--- src/rtl/pkg_kyber.sv ---
// -----------------------------------------------------------------------------
// pkg_kyber
//   Shared Kyber arithmetic constants for the modular datapath (mult_k, red_K).
//
//   KYBER_Q        : Kyber modulus q = 3329
//   KYBER_NB_OP    : coefficient / operand width in bits
//   KYBER_NB_PROD  : raw product width, 2 * KYBER_NB_OP
//   KYBER_BARRETT  : Barrett constant floor(2^24 / q), consumed by red_K
// -----------------------------------------------------------------------------
package pkg_kyber;

    localparam int unsigned KYBER_Q       = 3329;
    localparam int unsigned KYBER_NB_OP   = 12;
    localparam int unsigned KYBER_NB_PROD = 2 * KYBER_NB_OP;
    localparam int unsigned KYBER_BARRETT = 5039;

endpackage : pkg_kyber

--- src/rtl/mult_k_pipe_stage_n.sv ---
// -----------------------------------------------------------------------------
// pipe_stage_n
//   One elastic pipeline slice: a data register plus its valid flag.
//   When en_i is high the slice loads data_i/valid_i from upstream, otherwise
//   it holds. flush_i empties the slice on the next edge (data is don't-care).
//
//   clk_i    : clock, rising edge
//   rst_n_i  : asynchronous active-low reset (valid and data cleared)
//   flush_i  : synchronous flush, clears valid_o on the next edge
//   en_i     : stage enable (load from upstream)
//   data_i   : upstream data, nb_bit wide
//   valid_i  : upstream valid
//   data_o   : registered data
//   valid_o  : registered valid
// -----------------------------------------------------------------------------
module pipe_stage_n
    import pkg_kyber::*;
#(
    parameter int unsigned nb_bit = 24
) (
    input  logic              clk_i,
    input  logic              rst_n_i,
    input  logic              flush_i,
    input  logic              en_i,
    input  logic [nb_bit-1:0] data_i,
    input  logic              valid_i,
    output logic [nb_bit-1:0] data_o,
    output logic              valid_o
);

    logic [nb_bit-1:0] data_q;
    logic [nb_bit-1:0] data_d;
    logic              valid_q;
    logic              valid_d;

    always_comb begin
        data_d  = data_q;
        valid_d = valid_q;
        if (en_i) begin
            data_d  = data_i;
            valid_d = valid_i;
        end
        if (flush_i) begin
            valid_d = 1'b0;
        end
    end

    always_ff @(posedge clk_i or negedge rst_n_i) begin
        if (!rst_n_i) begin
            data_q  <= '0;
            valid_q <= 1'b0;
        end else begin
            data_q  <= data_d;
            valid_q <= valid_d;
        end
    end

    assign data_o  = data_q;
    assign valid_o = valid_q;

endmodule : pipe_stage_n

--- src/rtl/mult_k.sv ---
// -----------------------------------------------------------------------------
// mult_k
//   Two-stage pipelined 12x12 unsigned multiplier for the Kyber NTT/basemul
//   datapath. Produces the full 24-bit raw product for the Barrett stage red_K,
//   one product per cycle, with valid/ready flow control on both sides and a
//   sticky flag for non-canonical operands (>= Q).
//
//   clk_i      : clock, rising edge
//   rst_n_i    : asynchronous active-low reset
//   flush_i    : synchronous flush of all in-flight products
//   a_i, b_i   : operands, NB_OP bits
//   valid_i    : operand pair valid
//   ready_o    : operand pair accepted this cycle (when valid_i)
//   product_o  : a*b, unsigned, NB_PROD bits
//   valid_o    : product_o valid
//   ready_i    : downstream accepts product_o
//   err_clr_i  : clears err_o (wins over a same-cycle set)
//   err_o      : sticky, an accepted operand was >= Q
// -----------------------------------------------------------------------------
module mult_k
    import pkg_kyber::*;
#(
    parameter int unsigned Q       = KYBER_Q,
    parameter int unsigned NB_OP   = KYBER_NB_OP,
    parameter int unsigned NB_PROD = KYBER_NB_PROD
) (
    input  logic               clk_i,
    input  logic               rst_n_i,
    input  logic               flush_i,
    input  logic [NB_OP-1:0]   a_i,
    input  logic [NB_OP-1:0]   b_i,
    input  logic               valid_i,
    output logic               ready_o,
    output logic [NB_PROD-1:0] product_o,
    output logic               valid_o,
    input  logic               ready_i,
    input  logic               err_clr_i,
    output logic               err_o
);

    localparam logic [NB_OP-1:0] Q_OP = NB_OP'(Q);

    // Stage 1: operand pair register
    logic [2*NB_OP-1:0] s1_data_in;
    logic [2*NB_OP-1:0] s1_data;
    logic               s1_valid;
    logic               s1_en;

    // Stage 2: product register, drives the outputs directly
    logic [NB_PROD-1:0] s2_data_in;
    logic [NB_PROD-1:0] s2_data;
    logic               s2_valid;
    logic               s2_en;

    logic [NB_OP-1:0]   a1;
    logic [NB_OP-1:0]   b1;

    logic               in_xfer;
    logic               op_bad;
    logic               err_q;
    logic               err_d;

    // Backpressure ripples from the output towards the input in one cycle;
    // an empty stage is always free to load.
    always_comb begin
        s2_en = !s2_valid || ready_i;
        s1_en = !s1_valid || s2_en;
    end

    assign ready_o    = s1_en;
    assign in_xfer    = valid_i && s1_en;
    assign s1_data_in = {a_i, b_i};

    assign a1 = s1_data[2*NB_OP-1:NB_OP];
    assign b1 = s1_data[NB_OP-1:0];

    always_comb begin
        s2_data_in = NB_PROD'(a1) * NB_PROD'(b1);
    end

    pipe_stage_n #(
        .nb_bit (2 * NB_OP)
    ) u_stage1 (
        .clk_i   (clk_i),
        .rst_n_i (rst_n_i),
        .flush_i (flush_i),
        .en_i    (s1_en),
        .data_i  (s1_data_in),
        .valid_i (valid_i),
        .data_o  (s1_data),
        .valid_o (s1_valid)
    );

    pipe_stage_n #(
        .nb_bit (NB_PROD)
    ) u_stage2 (
        .clk_i   (clk_i),
        .rst_n_i (rst_n_i),
        .flush_i (flush_i),
        .en_i    (s2_en),
        .data_i  (s2_data_in),
        .valid_i (s1_valid),
        .data_o  (s2_data),
        .valid_o (s2_valid)
    );

    assign product_o = s2_data;
    assign valid_o   = s2_valid;

    // Range check is on the accepted pair; the product itself is untouched.
    assign op_bad = (a_i >= Q_OP) || (b_i >= Q_OP);

    always_comb begin
        err_d = err_q;
        if (err_clr_i) begin
            err_d = 1'b0;
        end else if (in_xfer && op_bad) begin
            err_d = 1'b1;
        end
    end

    always_ff @(posedge clk_i or negedge rst_n_i) begin
        if (!rst_n_i) begin
            err_q <= 1'b0;
        end else begin
            err_q <= err_d;
        end
    end

    assign err_o = err_q;

endmodule : mult_k

--- config.mk ---
export PLATFORM = sky130hd
export DESIGN_NAME = mult_k
export DESIGN_NICKNAME = d
export VERILOG_FILES = /design/src/rtl/pkg_kyber.sv /design/src/rtl/mult_k_pipe_stage_n.sv /design/src/rtl/mult_k.sv
export SDC_FILE = /design/constraint.sdc
export NUM_CORES = 1
export LEC_CHECK = 0
export ABC_AREA = 1
export CELL_PAD_IN_SITES_DETAIL_PLACEMENT = 0
export CELL_PAD_IN_SITES_GLOBAL_PLACEMENT = 1
export CORE_ASPECT_RATIO = 1.75
export CORE_MARGIN = 2
export CORE_UTILIZATION = 40
export DETAILED_ROUTE_END_ITERATION = 10
export PLACE_DENSITY = 0.79
export SLEW_MARGIN = 20
export SYNTH_ARGS = -nofsm -noshare
export SYNTH_HDL_FRONTEND = slang
export SYNTH_SLANG_ARGS = --single-unit
--- constraint.sdc ---
create_clock -name clk_i -period 8.07 [get_ports clk_i]
set_input_delay 1.614 -clock clk_i [delete_from_list [all_inputs] [get_ports clk_i]]
set_output_delay 1.614 -clock clk_i [all_outputs]
set_load 0.02 [all_outputs]
; ---- After elaboration in Yosys (flattened, before gate mapping)
; Cells that the tools add are included.
[word_totals]
reg_bits = 51
out_inout_bits = 27
in_bits = 30
[classes]
n_reduce_logical = 10
n_lt_le_gt_ge = 2
n_mul = 1
n_mux = 6
[op_table]
columns = op, n
row1 = "12-bit greater-or-equal comparator, second input constant", 2
row2 = 12-bit by 12-bit multiplier with 24-bit output, 1
row3 = 1-bit two-way mux, 6
row4 = 2-bit nonzero test, 3
row5 = 1-bit logical OR, 3
row6 = 1-bit logical AND, 2
row7 = 1-bit zero test, 2

; ---- Depth between registers and ports, before layout
; Gate-level depths: netlist of the first run.
[depth]
word_depth = 7
mapped_depth = 24

; ---- By module
; Synthesis of the first run repeated with hierarchy kept, for this count alone.
[unflattened]
cells_unflattened = 981
hier_area_um2 = 7228.2
[modules_own_cells]
columns = mod, cells_each, area_each_um2, n_inst
row1 = mult_k, 767, 5286.3, 1
row2 = pipe_stage_n, 107, 970.9, 2

; ---- Worst setup path after synthesis of the first run
; OpenSTA, ideal clock, no wires.
[synth_path]
path_type = register to register
start = reg u_stage1.data_q[11] (netlist: u_stage1.data_o[11])
end = reg u_stage2.data_q[17] (netlist: u_stage2.data_o[17])
path_slack_ns = 3.469
setup_ns = 0.117
synth_period_minus_slack_ns = 4.601
stages_incl_launch_ff = 20
arrival_time_ns = 4.483
required_ns = 7.953
cell_sequence = dfrtp_1 > clkbuf_1 > nand2_1 > fa_1 > fa_1 > inv_1 > fa_1 > fa_1 > inv_1 > fa_1 > inv_1 > ha_1 > nand2_2 > inv_1 > a21oi_2 > nor2_1 > nor2_1 > nand3b_1 > nand3_1 > nand2_1
[synth_between]
elab_chain_cells = 1
[synth_rtl]
columns = element, line
row1 = "start, declared", mult_k_pipe_stage_n.sv:31  ; logic [nb_bit-1:0] data_q;
row2 = "start signal, assigned", mult_k_pipe_stage_n.sv:53  ; data_q <= data_d;
row3 = 12-bit by 12-bit multiplier with 24-bit output, mult_k.sv:78  ; s2_data_in = NB_PROD'(a1) * NB_PROD'(b1);
row4 = "end signal, assigned", mult_k_pipe_stage_n.sv:53
row5 = "end, declared", mult_k_pipe_stage_n.sv:31
; No other way between the ends.
; A chain may end at the register's enable or synchronous reset.

; ---- Final worst setup path of the first run
[layout_path]
start = in ready_i
end = out ready_o
[layout_between]
elab_chain_cells = 2
[layout_rtl]
columns = element, line
row1 = "start, declared", mult_k.sv:36  ; input logic ready_i,
row2 = 1-bit logical OR, mult_k.sv:66  ; s2_en = !s2_valid || ready_i;
row3 = 1-bit logical OR, mult_k.sv:67  ; s1_en = !s1_valid || s2_en;
row4 = "end, declared", mult_k.sv:33  ; output logic ready_o,
; No other way between the ends.

==> run summary, run 1 <==
TritonCTS built the clock tree. Clock skew on the completed layout was measured at slightly below 0.005 ns. Wire segments on met3 add up to around 460 um in the final route. The total count of hold-check failures in the final report is 0. The clock network fraction of total power is 0.067. Across every metal layer, demand over resource in global routing totals 0.1950. The count of boundary I/O pins is 57.

The finished cells cover approximately 8000 um2. The pin count of the biggest net entering global routing came out at between 50 and 60. The effective utilization at floorplan came out at 0.4068. The relative area change from synthesis to final layout came out at 12.05%. The worst slew margin relative to its limit came out at 0.4145. The root buffer cell is sky130_fd_sc_hd__clkbuf_16. In the final design database the tool counted around 1,200 nets. The total of fill cells in the finished design is around 1,800. The share of the cycle needed by the critical path after routing came out at 0.6694.

The required time at the worst-slack endpoint is 6.46 ns. The achievable frequency came out at 185.1 MHz. The clock reaches the later pin of the worst-skew pair after 0.30 ns. For this design, the sink count on the clock tree is 51. Summing all placed instances gives a cell area of 7816 um2. The net switching component of the power is 0.001734 W. After synthesis, the cell types taking the most area are sky130_fd_sc_hd__fa_1, sky130_fd_sc_hd__dfrtp_1, sky130_fd_sc_hd__nand2_1, sky130_fd_sc_hd__inv_1, sky130_fd_sc_hd__ha_1. The number of placed instances with taps included is between 1,000 and 1,500. The total of max-cap violations is 0. The sequential cell area fraction in the yosys report came out at 0.1797.

Routed signal wires occupy layers up through met4. In this run the mean area of a mapped cell was between 7 and 8 um2. The synthesized flop and latch total is 51.

After the first detailed-routing iteration, the DRC count stood at just over 200. VDD sags by at most slightly above 0.0004 V. After detailed routing, the wire length on met1 is approximately 6900 um. The cell leakage power came out at between 4 and 5 nW. The internal power component came out at 0.001459 W.

The quantity of hold-fixing buffers added after cts is 0. The wire length of the first global-routing pass came out at ~30,000 um. The number of diodes added for antenna fixing came out at 0. The worst setup path is captured at a primary output.

The proportion of layout cells with a drive suffix above 1 came out at 0.03502. In this run the cell area of the synthesized design comes to 7102 um2. The mean number of vias per cell came out at 4.689. The number of gates resized after CTS came out at 0. The initial antenna violation count was 0. The number of H-tree levels is 2.

At the pin with the least slew margin, the transition time is ~0.9 ns. The worst setup path category is in2out. The flow ran to the end, and the final reports show no timing, DRC or antenna violations. The power density over the cells is 401.3 nW/um2. The maximum fanout count along the critical path came out at between 40 and 50. The post-synthesis cell type count is 28.

The first-pass detailed-route iteration total came out at 4. The final cell count without fillers came out at 1,202. The share of power burned in registers is 0.128. The worst hold margin came out at ~0.48 ns. The wire length on met2 came out at around 9400 um. The die is ~180 um tall. Setup violations remaining at the end of the flow were counted as 0. For this run, the number of Yosys warnings is 0. The setup TNS came out at 0 ns. The area share of the leading cell type in the synthesized netlist is 0.2819.

In this run the standard cell core region covers 17,460 um2. Counting along the longest clock path gives a buffer depth of 2. For this run, design rule violations remaining after detail routing come to 0. The largest area contributor in the netlist is sky130_fd_sc_hd__fa_1. The half-perimeter wire length of the detailed placement result came out at 14,070 um. After clock tree synthesis, the clock-pin slew on the worst setup and hold paths is about 0.070 ns. The number of nets still failing antenna checks after routing came out at 0. The overall die area came out at between 15,000 and 20,000 um2. The final number of max-transition violations is 0.

The post-synthesis net count is 1,130. After clock tree synthesis, the setup repair step added 0 buffers. The via count of the routed design came out at 5,636. The routed wirelength normalized by instance count came out at 14.23 um.

Setup repair after global routing left no endpoint under its margin. STA classifies the critical path startpoint as an input pin. The number of global-route vias before repair is about 6,000. The final critical path time including I/O delays and setup is approximately 5.4 ns. The path class of the tightest hold or removal check is reg2reg. The global placement routability congestion came out at between 0.8 and 0.9. The data arrival time of the critical path is approximately 3.8 ns. The floorplan has 64 rows.

Counting every instance in the synthesized netlist gives ~940. Of the total power, the share spent switching nets is 0.5430. Of the total power, combinational logic draws 0.805. The clock buffer count from CTS came out at 5. The number of buffers added on ports came out at 56.

The width of the chip is approximately 100 um. The wire length after detailed routing is 17,110 um. The total global routing overflow came out at 0.
-- power groups by stage --
| stage | clock [W] | combinational [W] | sequential, W |
|---|---|---|---|
| after global placement | 0 | 0.00258 | 0.000416 |
| final | 0.000214 | 0.00257 | 0.000409 |
| after global routing | 0.000232 | 0.00296 | 0.000419 |
| after detailed placement | 0 | 0.00257 | 0.000415 |
| after CTS | 0.000223 | 0.00261 | 0.000411 |
| after floorplan | 0 | 0.00185 | 0.000450 |
-- synth_stat cells --
master	instances
sky130_fd_sc_hd__nor3_1	6
sky130_fd_sc_hd__and2_4	1
sky130_fd_sc_hd__a21oi_1	31
sky130_fd_sc_hd__nand3b_1	5
sky130_fd_sc_hd__inv_1	252
sky130_fd_sc_hd__buf_6	2
sky130_fd_sc_hd__nor2_2	4
sky130_fd_sc_hd__o21ai_0	11
sky130_fd_sc_hd__nand2_2	7
sky130_fd_sc_hd__buf_2	5
sky130_fd_sc_hd__mux2_2	6
sky130_fd_sc_hd__nand4_1	4
sky130_fd_sc_hd__nand2_1	279
sky130_fd_sc_hd__nor2_1	39
sky130_fd_sc_hd__o21ai_1	4
sky130_fd_sc_hd__ha_1	62
sky130_fd_sc_hd__o21bai_1	2
sky130_fd_sc_hd__xor2_1	4
sky130_fd_sc_hd__nand3_2	4
sky130_fd_sc_hd__o31ai_1	1
sky130_fd_sc_hd__nor3_2	1
sky130_fd_sc_hd__dfrtp_1	51
sky130_fd_sc_hd__and2_1	2
sky130_fd_sc_hd__clkbuf_1	26
sky130_fd_sc_hd__a21oi_2	1
sky130_fd_sc_hd__xnor2_1	7
sky130_fd_sc_hd__nand3_1	21
sky130_fd_sc_hd__fa_1	100
-- layout make-up --
class	instances	area (um2)	share of cell area
clock buffer	6	128.9	0.01620
clock inverter	2	12.51	0.001572
inverter	252	945.9	0.1189
multi-input combinational	602	4735	0.5950
sequential	51	1276	0.1604
tap	231	289.0	0.03632
timing repair buffer	58	570.5	0.07170
-- metal layers --
metal / vias up / track usage
met1: 2742 / 0.2269
met5: - / 0
li1: 2771 / -
met2: 97 / 0.3751
met4: 0 / 0.04800
met3: 26 / 0.02098
-- cells by family (layout without fill, tap and decap cells) --
group	count (synthesis)	count (layout)	synth area share
adders and majority gates	162	162	0.3911
muxes	6	6	0.009513
and+or+nand+nor	373	373	0.2156
xor gates and xnor gates	11	11	0.01357
AOI/OAI and AO/OA	50	50	0.03682
DFF	51	51	0.1797
buffers and inverters	285	318	0.1536
-- final timing paths --
path	endpoint	from	slack (ns)	cells after the start
min in group asynchronous	u_stage2.data_o[22]$_DFFE_PN0P_	rst_n_i	1.43	2
setup reg to reg	u_stage2.data_o[23]$_DFFE_PN0P_	u_stage1.data_o[12]$_DFFE_PN0P_	2.95	19
setup / recovery	ready_o	ready_i	2.67	5
max in group asynchronous	u_stage2.data_o[10]$_DFFE_PN0P_	rst_n_i	6.19	2
hold / removal	u_stage2.data_o[1]$_DFFE_PN0P_	u_stage2.data_o[1]$_DFFE_PN0P_	0.48	2
hold reg to reg	u_stage2.data_o[1]$_DFFE_PN0P_	u_stage2.data_o[1]$_DFFE_PN0P_	0.48	2
-- flip-flops by register name, indices dropped and copies added (netlist names) --
signal	flops
u_stage1.valid_o	1
u_stage1.data_o	24
u_stage2.data_o	24
u_stage2.valid_o	1
err_o	1
-- through the flow --
step                  util  setup slack [ns]  total power [W]
detailed placement  0.4477             2.616         0.002983
CTS                 0.4558             2.612         0.003241
finish              0.4558             2.668         0.003193
global route        0.4558             2.532         0.003606
global placement    0.4477             2.634         0.002992
floorplan                -             3.469         0.002296
-- worst max-delay path: stages --
cell                              delay [ns]
sky130_fd_sc_hd__clkdlybuf4s50_1        0.47
sky130_fd_sc_hd__nor2_2                 0.04
sky130_fd_sc_hd__buf_4                  0.23
sky130_fd_sc_hd__nand2_2                0.67
sky130_fd_sc_hd__clkdlybuf4s50_1        0.75
-- cell usage in the layout (no fill, tap or decap), types with 5 or more instances in the layout --
cell type / count
sky130_fd_sc_hd__nand2_1: 279
sky130_fd_sc_hd__inv_1: 252
sky130_fd_sc_hd__fa_1: 100
sky130_fd_sc_hd__ha_1: 62
sky130_fd_sc_hd__clkdlybuf4s50_1: 55
sky130_fd_sc_hd__dfrtp_1: 51
sky130_fd_sc_hd__nor2_1: 39
sky130_fd_sc_hd__a21oi_1: 31
sky130_fd_sc_hd__nand3_1: 21
sky130_fd_sc_hd__o21ai_0: 11
sky130_fd_sc_hd__nand2_2: 7
sky130_fd_sc_hd__xnor2_1: 7
sky130_fd_sc_hd__mux2_2: 6
sky130_fd_sc_hd__nor3_1: 6
sky130_fd_sc_hd__nand3b_1: 5
sky130_fd_sc_hd__clkbuf_16: 5
Note: power is estimated with default switching activity, not from simulation.
==> inputs of run 2 (changes only) <==
clock period = 5.6 ns   (was 8.07 ns; I/O delays follow)
==> run 2 against run 1 <==
  * Critical path depth increased by 14
  * Sequential share of layout area decreased by 0.13 points
  * Clock power increased by 53%
  * Combinational power rose by 45%
  * Register-to-register slack worse by 2.4 ns
  * Die area unchanged
  * Routed wire length up 4.9%
  * Setup slack worse by 2.2 ns
  * Via count grew 0.43%
  * Sequential cell count unchanged
  * Clock-buffer cell count rose by 1
  * Sequential power increased by 43%
  * Critical endpoint is now u_stage2.data_o[23]$_DFFE_PN0P_
  * Highest routed layer unchanged
==> run summary, run 2 (synthesis gave the netlist of run 1 again) <==
The run finished with clean final reports. The worst hold margin came out at roughly 0.49 ns. The CTS tree is done. The final number of max-transition violations is 0. The number of nets still failing antenna checks after routing came out at 0.

The count of boundary I/O pins came out at 57. The worst-case setup margin in the final layout is approximately 0.51 ns. The endpoint of the worst hold-timing path is u_stage2.data_o[3]$_DFFE_PN0P_.

The final critical path time including I/O delays and setup is 5.094 ns. The net switching component of the power came out at roughly 0.0025 W. In the global route stage, overall resource usage came out at 0.2074. The tightest min-delay check is of the reg2reg type. Setup repair after global routing left no endpoint under its margin. For this design the ratio of total power to cell area is approximately 580 nW/um2. The register cell area after layout came out at roughly 1300 um2. In this run the most critical hold path is launched from u_stage2.data_o[3]$_DFFE_PN0P_. met2 is the most crowded layer. For this run, design rule violations remaining after detail routing come to 0. The number of placed instances with taps included came out at 1,201.

For this run, global-route usage on met1 was measured as 0.2421. The quantity of hold-fixing buffers added after cts came out at 0. For this design, the sink count on the clock tree is between 50 and 60. The effective utilization at floorplan is 0.4068. The worst-case register-to-register setup slack came out at a little over 0.5 ns. The relative contribution of combinational cells to total power came out at 0.803.

The final layout contains routed wiring with a total length of 17,950 um. The number of DRC violations after detailed-routing iteration 0 came out at roughly 200. On the final layout, the worst clock skew is about 0.0073 ns. The number of diodes added for antenna fixing is 0. The clock buffer count from CTS is 5.

The transition time at the pin with the least slew margin is 0.6945 ns. The mean number of vias per cell is between 4 and 5. After global routing the overflow that remains totals 0. The clock latency reported for the late side of the worst-skew pair is around 0.3 ns. The first-pass detailed-route iteration total came out at 4.

The tree is rooted in a sky130_fd_sc_hd__clkbuf_16. The number of global-route vias before repair came out at about 6,200. The first global-routing pass estimated between 30,000 and 40,000 um of wire. The startpoint identified for the worst register-to-register timing path is u_stage1.data_o[12]$_DFFE_PN0P_. The required time at the worst-slack endpoint is slightly below 6 ns. Routability-driven placement finished with a final weighted congestion of 0.8758. The width of the chip came out at 104.7 um. The total of max-cap violations is 0.

Before CTS, the worst setup slack after placement is approximately 0.5 ns. The initial antenna violation count is 0. The clock tree buffer depth is 2. The internal power component is between 0.002 and 0.0025 W. The core region is 17,460 um2. The buffer count from post-CTS setup fixing is 0. Entering global routing, the biggest net connects 52 pins. The number of failing setup endpoints in the final timing report is 0. The worst setup path is of the reg2reg kind. The finished layout holds roughly 1,200 standard cells, fillers aside.

From synthesis to final layout, the design area changed by 12.93%. The most frequent standard cell in the layout excluding fill and tap cells is sky130_fd_sc_hd__nand2_1. The fraction of power spent switching nets is 0.5427. The final layout net count is around 1,200. The maximum fanout count along the critical path came out at 12. The number of buffers added on ports came out at 56. The number of H-tree levels is 2. The setup TNS is 0 ns.

The overall die area is 18,880 um2. The peak supply drop came out at 0.0005927 V. Of the total power, registers draw 0.126. The met2 usage in global routing came out at 0.3932. Leaving out fill and tap cells, the most frequent cells in the layout are sky130_fd_sc_hd__nand2_1, sky130_fd_sc_hd__inv_1, sky130_fd_sc_hd__fa_1, sky130_fd_sc_hd__ha_1, sky130_fd_sc_hd__clkdlybuf4s50_1. The clock transition at the registers of the reported paths came out at ~0.070 ns. The endpoint identified for the worst register-to-register timing path is u_stage2.data_o[23]$_DFFE_PN0P_. The half-perimeter wire length of the detailed placement result came out at 14,900 um. In this run the core area contains 64 standard-cell rows. The area of the multi-input gates is between 4000 and 5000 um2. Of the available clock period, the critical path in the final layout requires 0.9097. The total power came out at about 0.0046 W. In the final layout, the share of cells above drive strength 1 is 0.04192. The clock network fraction of total power came out at 0.070. In the global route stage, met3 resource usage came out at 0.01736. The hold-critical path depth came out at 2. Summed over all cells, the static leakage comes to between 4 and 5 nW. Timing would allow up to between 150 and 200 MHz. The worst setup path is captured at a flop. The total count of hold-check failures in the final report is 0.

The via count of the routed design is between 5,000 and 6,000. The depth of the most critical reg-to-reg path is 19. The sort of element at the start of the critical path is a flop. The number of gates resized after CTS came out at 0. After detailed routing, the average wire length per cell comes to around 15 um. The die is ~180 um tall. The total of fill cells in the finished design came out at roughly 1,900. The worst slew margin relative to its limit is 0.5370. The data arrival time of the critical path came out at around 5.3 ns.
## run 2: cell count changes in the layout (fill, tap and decap cells not counted)
| cell | change |
|---|---|
| sky130_fd_sc_hd__clkinvlp_4 | -1 |
| sky130_fd_sc_hd__buf_4 | +7 |
| sky130_fd_sc_hd__clkbuf_8 | +1 |
| sky130_fd_sc_hd__clkinv_4 | +1 |
| sky130_fd_sc_hd__clkinv_2 | -1 |
## run 2: stage by stage
| stage | utilization | area (um2) |
|---|---|---|
| floorplan | - | 7102 |
| finish | 0.4594 | 8020 |
| CTS | 0.4594 | 8020 |
| global placement | 0.4508 | 7869 |
| detailed placement | 0.4508 | 7869 |
| global route | 0.4594 | 8020 |
## run 2: per-layer routing
layer  routed length [um]  up-vias  part of all wire
li1                     -     2788                 -
met1                 7100     2743              0.40
met2                 9899      102              0.55
met3                  475       27             0.026
met4                  471        0             0.026
met5                    0        -                 0
## run 2: final cells by class
| cell class | instances | area share |
|---|---|---|
| Clock buffer | 7 | 0.01778 |
| Tap cell | 231 | 0.03604 |
| Clock inverter | 1 | 0.001092 |
| Multi-Input combinational cell | 602 | 0.5903 |
| Timing Repair Buffer | 65 | 0.07769 |
| Sequential cell | 51 | 0.1591 |
| Inverter | 252 | 0.1179 |
## run 2: how the worst max path moves through the flow
stage | startpoint | endpoint | slack, ns
3_5_place_dp | u_stage1.data_o[13]$_DFFE_PN0P_ | u_stage2.data_o[23]$_DFFE_PN0P_ | 0.51
2_1_floorplan | u_stage1.data_o[11]$_DFFE_PN0P_ | u_stage2.data_o[17]$_DFFE_PN0P_ | 1.0
5_1_grt | u_stage1.data_o[12]$_DFFE_PN0P_ | u_stage2.data_o[23]$_DFFE_PN0P_ | 0.18
4_1_cts | u_stage1.data_o[12]$_DFFE_PN0P_ | u_stage2.data_o[23]$_DFFE_PN0P_ | 0.50
3_3_place_gp | u_stage1.data_o[12]$_DFFE_PN0P_ | u_stage2.data_o[23]$_DFFE_PN0P_ | 0.53
6_report | u_stage1.data_o[12]$_DFFE_PN0P_ | u_stage2.data_o[23]$_DFFE_PN0P_ | 0.51
## run 2: power groups by stage
stage / combinational (W) / sequential (W) / clock [W]
5_1_grt: 0.00426 / 0.000598 / 0.000350
3_3_place_gp: 0.00376 / 0.000593 / 0
3_5_place_dp: 0.00377 / 0.000589 / 0
6_report: 0.00373 / 0.000586 / 0.000327
2_1_floorplan: 0.00266 / 0.000649 / 0
4_1_cts: 0.00380 / 0.000587 / 0.000336
## run 2: worst max-delay path, stage by stage, from the launching register on
cell                      delay [ns]
sky130_fd_sc_hd__dfrtp_1        0.69
sky130_fd_sc_hd__nand2_1        0.17
sky130_fd_sc_hd__fa_1           0.54
sky130_fd_sc_hd__fa_1           0.55
sky130_fd_sc_hd__inv_1          0.06
sky130_fd_sc_hd__fa_1           0.53
sky130_fd_sc_hd__fa_1           0.56
sky130_fd_sc_hd__inv_1          0.06
sky130_fd_sc_hd__fa_1           0.53
sky130_fd_sc_hd__inv_1          0.05
sky130_fd_sc_hd__ha_1           0.36
sky130_fd_sc_hd__nand2_2        0.12
sky130_fd_sc_hd__nor2_1         0.21
sky130_fd_sc_hd__nand2_1        0.13
sky130_fd_sc_hd__nor2_1         0.10
sky130_fd_sc_hd__nand2_1        0.07
sky130_fd_sc_hd__nand3_1        0.08
sky130_fd_sc_hd__nand2_1        0.05
sky130_fd_sc_hd__nand3_1        0.06
sky130_fd_sc_hd__nand2_1        0.06
==> inputs of run 3 (changes only) <==
CELL_PAD_IN_SITES_GLOBAL_PLACEMENT = 2   (was 1)
CORE_UTILIZATION = 36   (was 40)
PLACE_DENSITY = 0.87   (was 0.79)
==> run 3 against run 2 <==
  * Fmax fell by 1.3%
  * Setup slack got worse by 0.068 ns
  * Clock power rose by 4%
  * Clock-buffer cell count fell by 2
  * Hold slack got worse by 0.0034 ns
  * Combinational power barely moved
  * Sequential power barely moved
  * Final area rose by 0.50%
  * First-iteration DRC count fell by 31%
  * Register-to-register slack got worse by 0.07 ns
==> run summary, run 3 (synthesis gave the netlist of run 1 again) <==
The fraction of power spent switching nets is 0.5467. The worst slew margin relative to its limit came out at 0.5208. The transition time at the pin with the least slew margin came out at roughly 0.7 ns. The instance area at placement is between 7000 and 8000 um2.

The relative area change from synthesis to final layout is 13.50%. The flow ran to the end, and the final reports show no timing, DRC or antenna violations. The floorplan step set the die width to approximately 110 um. The proportion of layout cells with a drive suffix above 1 is 0.04587. Once layout is complete, the utilization of the core stands at 0.4119. The die covers between 20,000 and 25,000 um2.

Setup repair after global routing left no endpoint under its margin. The cell leakage power came out at 4.730 nW. The global placement routability congestion came out at ~0.83. The share of power burned in registers came out at 0.126. After detailed routing, the total wire length is about 19,000 um. Across all layers, the routed design uses around 5,600 vias. The power density over the cells is 577.8 nW/um2.

The number of failing setup endpoints in the final timing report came out at 0. The classification of the worst-slack hold path is reg2reg. The top cell types in the final layout, fill and taps aside, are sky130_fd_sc_hd__nand2_1, sky130_fd_sc_hd__inv_1, sky130_fd_sc_hd__fa_1, sky130_fd_sc_hd__ha_1, sky130_fd_sc_hd__clkdlybuf4s50_1. The number of buffers added on ports is 56. The worst hold margin is 0.4864 ns. The number of global-route vias before repair came out at around 6,000. The clock buffer count from CTS is 5.

Summed over all failing endpoints, the final setup total negative slack is 0 ns. The number of setup buffers added after CTS is 0. The routed wirelength normalized by instance count came out at 15.58 um. The total core area is between 15,000 and 20,000 um2.

The data arrival time of the critical path is 5.36 ns. The first-pass detailed-route iteration total is 4. The quantity of hold-fixing buffers added after cts came out at 0. Leaving out fill and tap cells, the most frequent cell in the layout is sky130_fd_sc_hd__nand2_1. The wire length of the first global-routing pass is about 32,000 um. The pin count of the biggest net entering global routing is 52.

After the last flow step, the layout net total stands at roughly 1,200. The CTS tree is done. The number of antenna diodes in the final layout is 0. The total of max-cap violations came out at 0. The half-perimeter wire length of the detailed placement result came out at around 16,000 um. The initial antenna violation count came out at 0. The clock transition at the registers of the reported paths is 0.08 ns. In the routed design, unresolved DRC markers number 0. The final critical path time including I/O delays and setup came out at 5.162 ns. The number of DRC violations after detailed-routing iteration 0 came out at approximately 140.

VDD sags by at most 0.0004551 V. The mean number of vias per cell is 4.551. The total count of hold-check failures in the final report is 0. In this run the worst path has a maximum fanout of 13. The clock tree buffer depth is 2.

The filler cells instantiated in the layout total around 2,100. The worst setup path is of the reg2reg kind. The number of sinks on the clock net came out at 51.

The worst setup path is captured at a flop. The internal power component came out at around 0.0021 W. The completed layout was analyzed and its total power is roughly 0.0047 W. The total global routing track utilization is 0.2027. The net switching component of the power is between 0.002 and 0.003 W. The cell row count came out at between 60 and 70. Of the total power, combinational logic draws 0.802. The number of H-tree levels is 2. The overall die height is ~190 um. The area of all placed cells without fillers came out at slightly above 8000 um2. The count of boundary I/O pins came out at 57.

The clock network fraction of total power came out at 0.073. The later pin in the worst-skew pair is clocked with a latency of about 0.31 ns. In this run the clock root is driven by a sky130_fd_sc_hd__clkbuf_16. The share of the cycle needed by the critical path after routing is 0.9218. The required time at the worst-slack endpoint is ~5.8 ns. The number of gates resized after CTS was 0. The worst setup path is launched from a flop.

The number of nets still failing antenna checks after routing came out at 0. The final number of max-transition violations was 0. The worst clock skew is 0.01117 ns.

The total global routing overflow came out at 0. The effective utilization at floorplan came out at 0.3629. The achievable frequency is about 190 MHz.
run 3: changes by cell type in the layout (fill, tap and decap cells not counted), sizes merged:
cell	previous run	this run
inv	252	254
clkbuf	7	5
buf	10	13
run 3: layout make-up:
type	instances	area (um2)	area share
clock buffers	5	125.1	0.01552
flip-flops and latches	51	1276	0.1583
inverters	252	945.9	0.1174
clock inverters	3	26.28	0.003260
repair buffers	68	645.6	0.08010
multi-input cells	602	4735	0.5874
well taps	245	306.5	0.03803
run 3: per-layer routing:
metal	up-vias	global-route usage	wire (um)
met5	-	0	0
met4	0	0.05913	495
met3	17	0.01918	539
met2	89	0.3818	10590
met1	2685	0.2369	7476
li1	2788	-	-
run 3: worst max-delay path, cell delays in order, from the launching register on:
cell and delay [ns]:
sky130_fd_sc_hd__dfrtp_1 0.71, sky130_fd_sc_hd__nand2_1 0.17, sky130_fd_sc_hd__fa_1 0.54, sky130_fd_sc_hd__fa_1 0.55, sky130_fd_sc_hd__inv_1 0.06, sky130_fd_sc_hd__fa_1 0.51
sky130_fd_sc_hd__fa_1 0.55, sky130_fd_sc_hd__inv_1 0.06, sky130_fd_sc_hd__fa_1 0.54, sky130_fd_sc_hd__inv_1 0.04, sky130_fd_sc_hd__ha_1 0.37, sky130_fd_sc_hd__nand2_2 0.13
sky130_fd_sc_hd__nor2_1 0.23, sky130_fd_sc_hd__nand2_1 0.15, sky130_fd_sc_hd__nor2_1 0.11, sky130_fd_sc_hd__nand2_1 0.07, sky130_fd_sc_hd__nand3_1 0.08, sky130_fd_sc_hd__nand2_1 0.05
sky130_fd_sc_hd__nand3_1 0.06, sky130_fd_sc_hd__nand2_1 0.06
run 3: path summary, 6_finish.rpt:
path / startpoint / to / slack, ns / depth (start not counted)
worst max-delay path: u_stage1.data_o[11]$_DFFE_PN0P_ / u_stage2.data_o[23]$_DFFE_PN0P_ / 0.44 / 19
worst min-delay path: u_stage2.data_o[23]$_DFFE_PN0P_ / u_stage2.data_o[23]$_DFFE_PN0P_ / 0.49 / 2
worst max register to register: u_stage1.data_o[11]$_DFFE_PN0P_ / u_stage2.data_o[23]$_DFFE_PN0P_ / 0.44 / 19
worst min register to register: u_stage2.data_o[23]$_DFFE_PN0P_ / u_stage2.data_o[23]$_DFFE_PN0P_ / 0.49 / 2
max in group asynchronous: rst_n_i / u_stage2.data_o[10]$_DFFE_PN0P_ / 4.18 / 2
min in group asynchronous: rst_n_i / u_stage1.data_o[20]$_DFFE_PN0P_ / 0.95 / 2
run 3: stage by stage:
stage                     setup slack, ns  std cells
after floorplan                    0.9992        938
after global placement             0.4201       1218
after detailed placement           0.3793       1218
after CTS                          0.3439       1226
after global routing               0.1206       1226
final                              0.4377       1226
run 3: power by group through the flow:
stage,Clock (W),Sequential [W],Combinational (W)
2_1_floorplan,0,0.000649,0.00266
3_3_place_gp,0,0.000594,0.00380
3_5_place_dp,0,0.000590,0.00379
4_1_cts,0.000356,0.000587,0.00382
5_1_grt,0.000369,0.000597,0.00430
6_report,0.000339,0.000585,0.00373
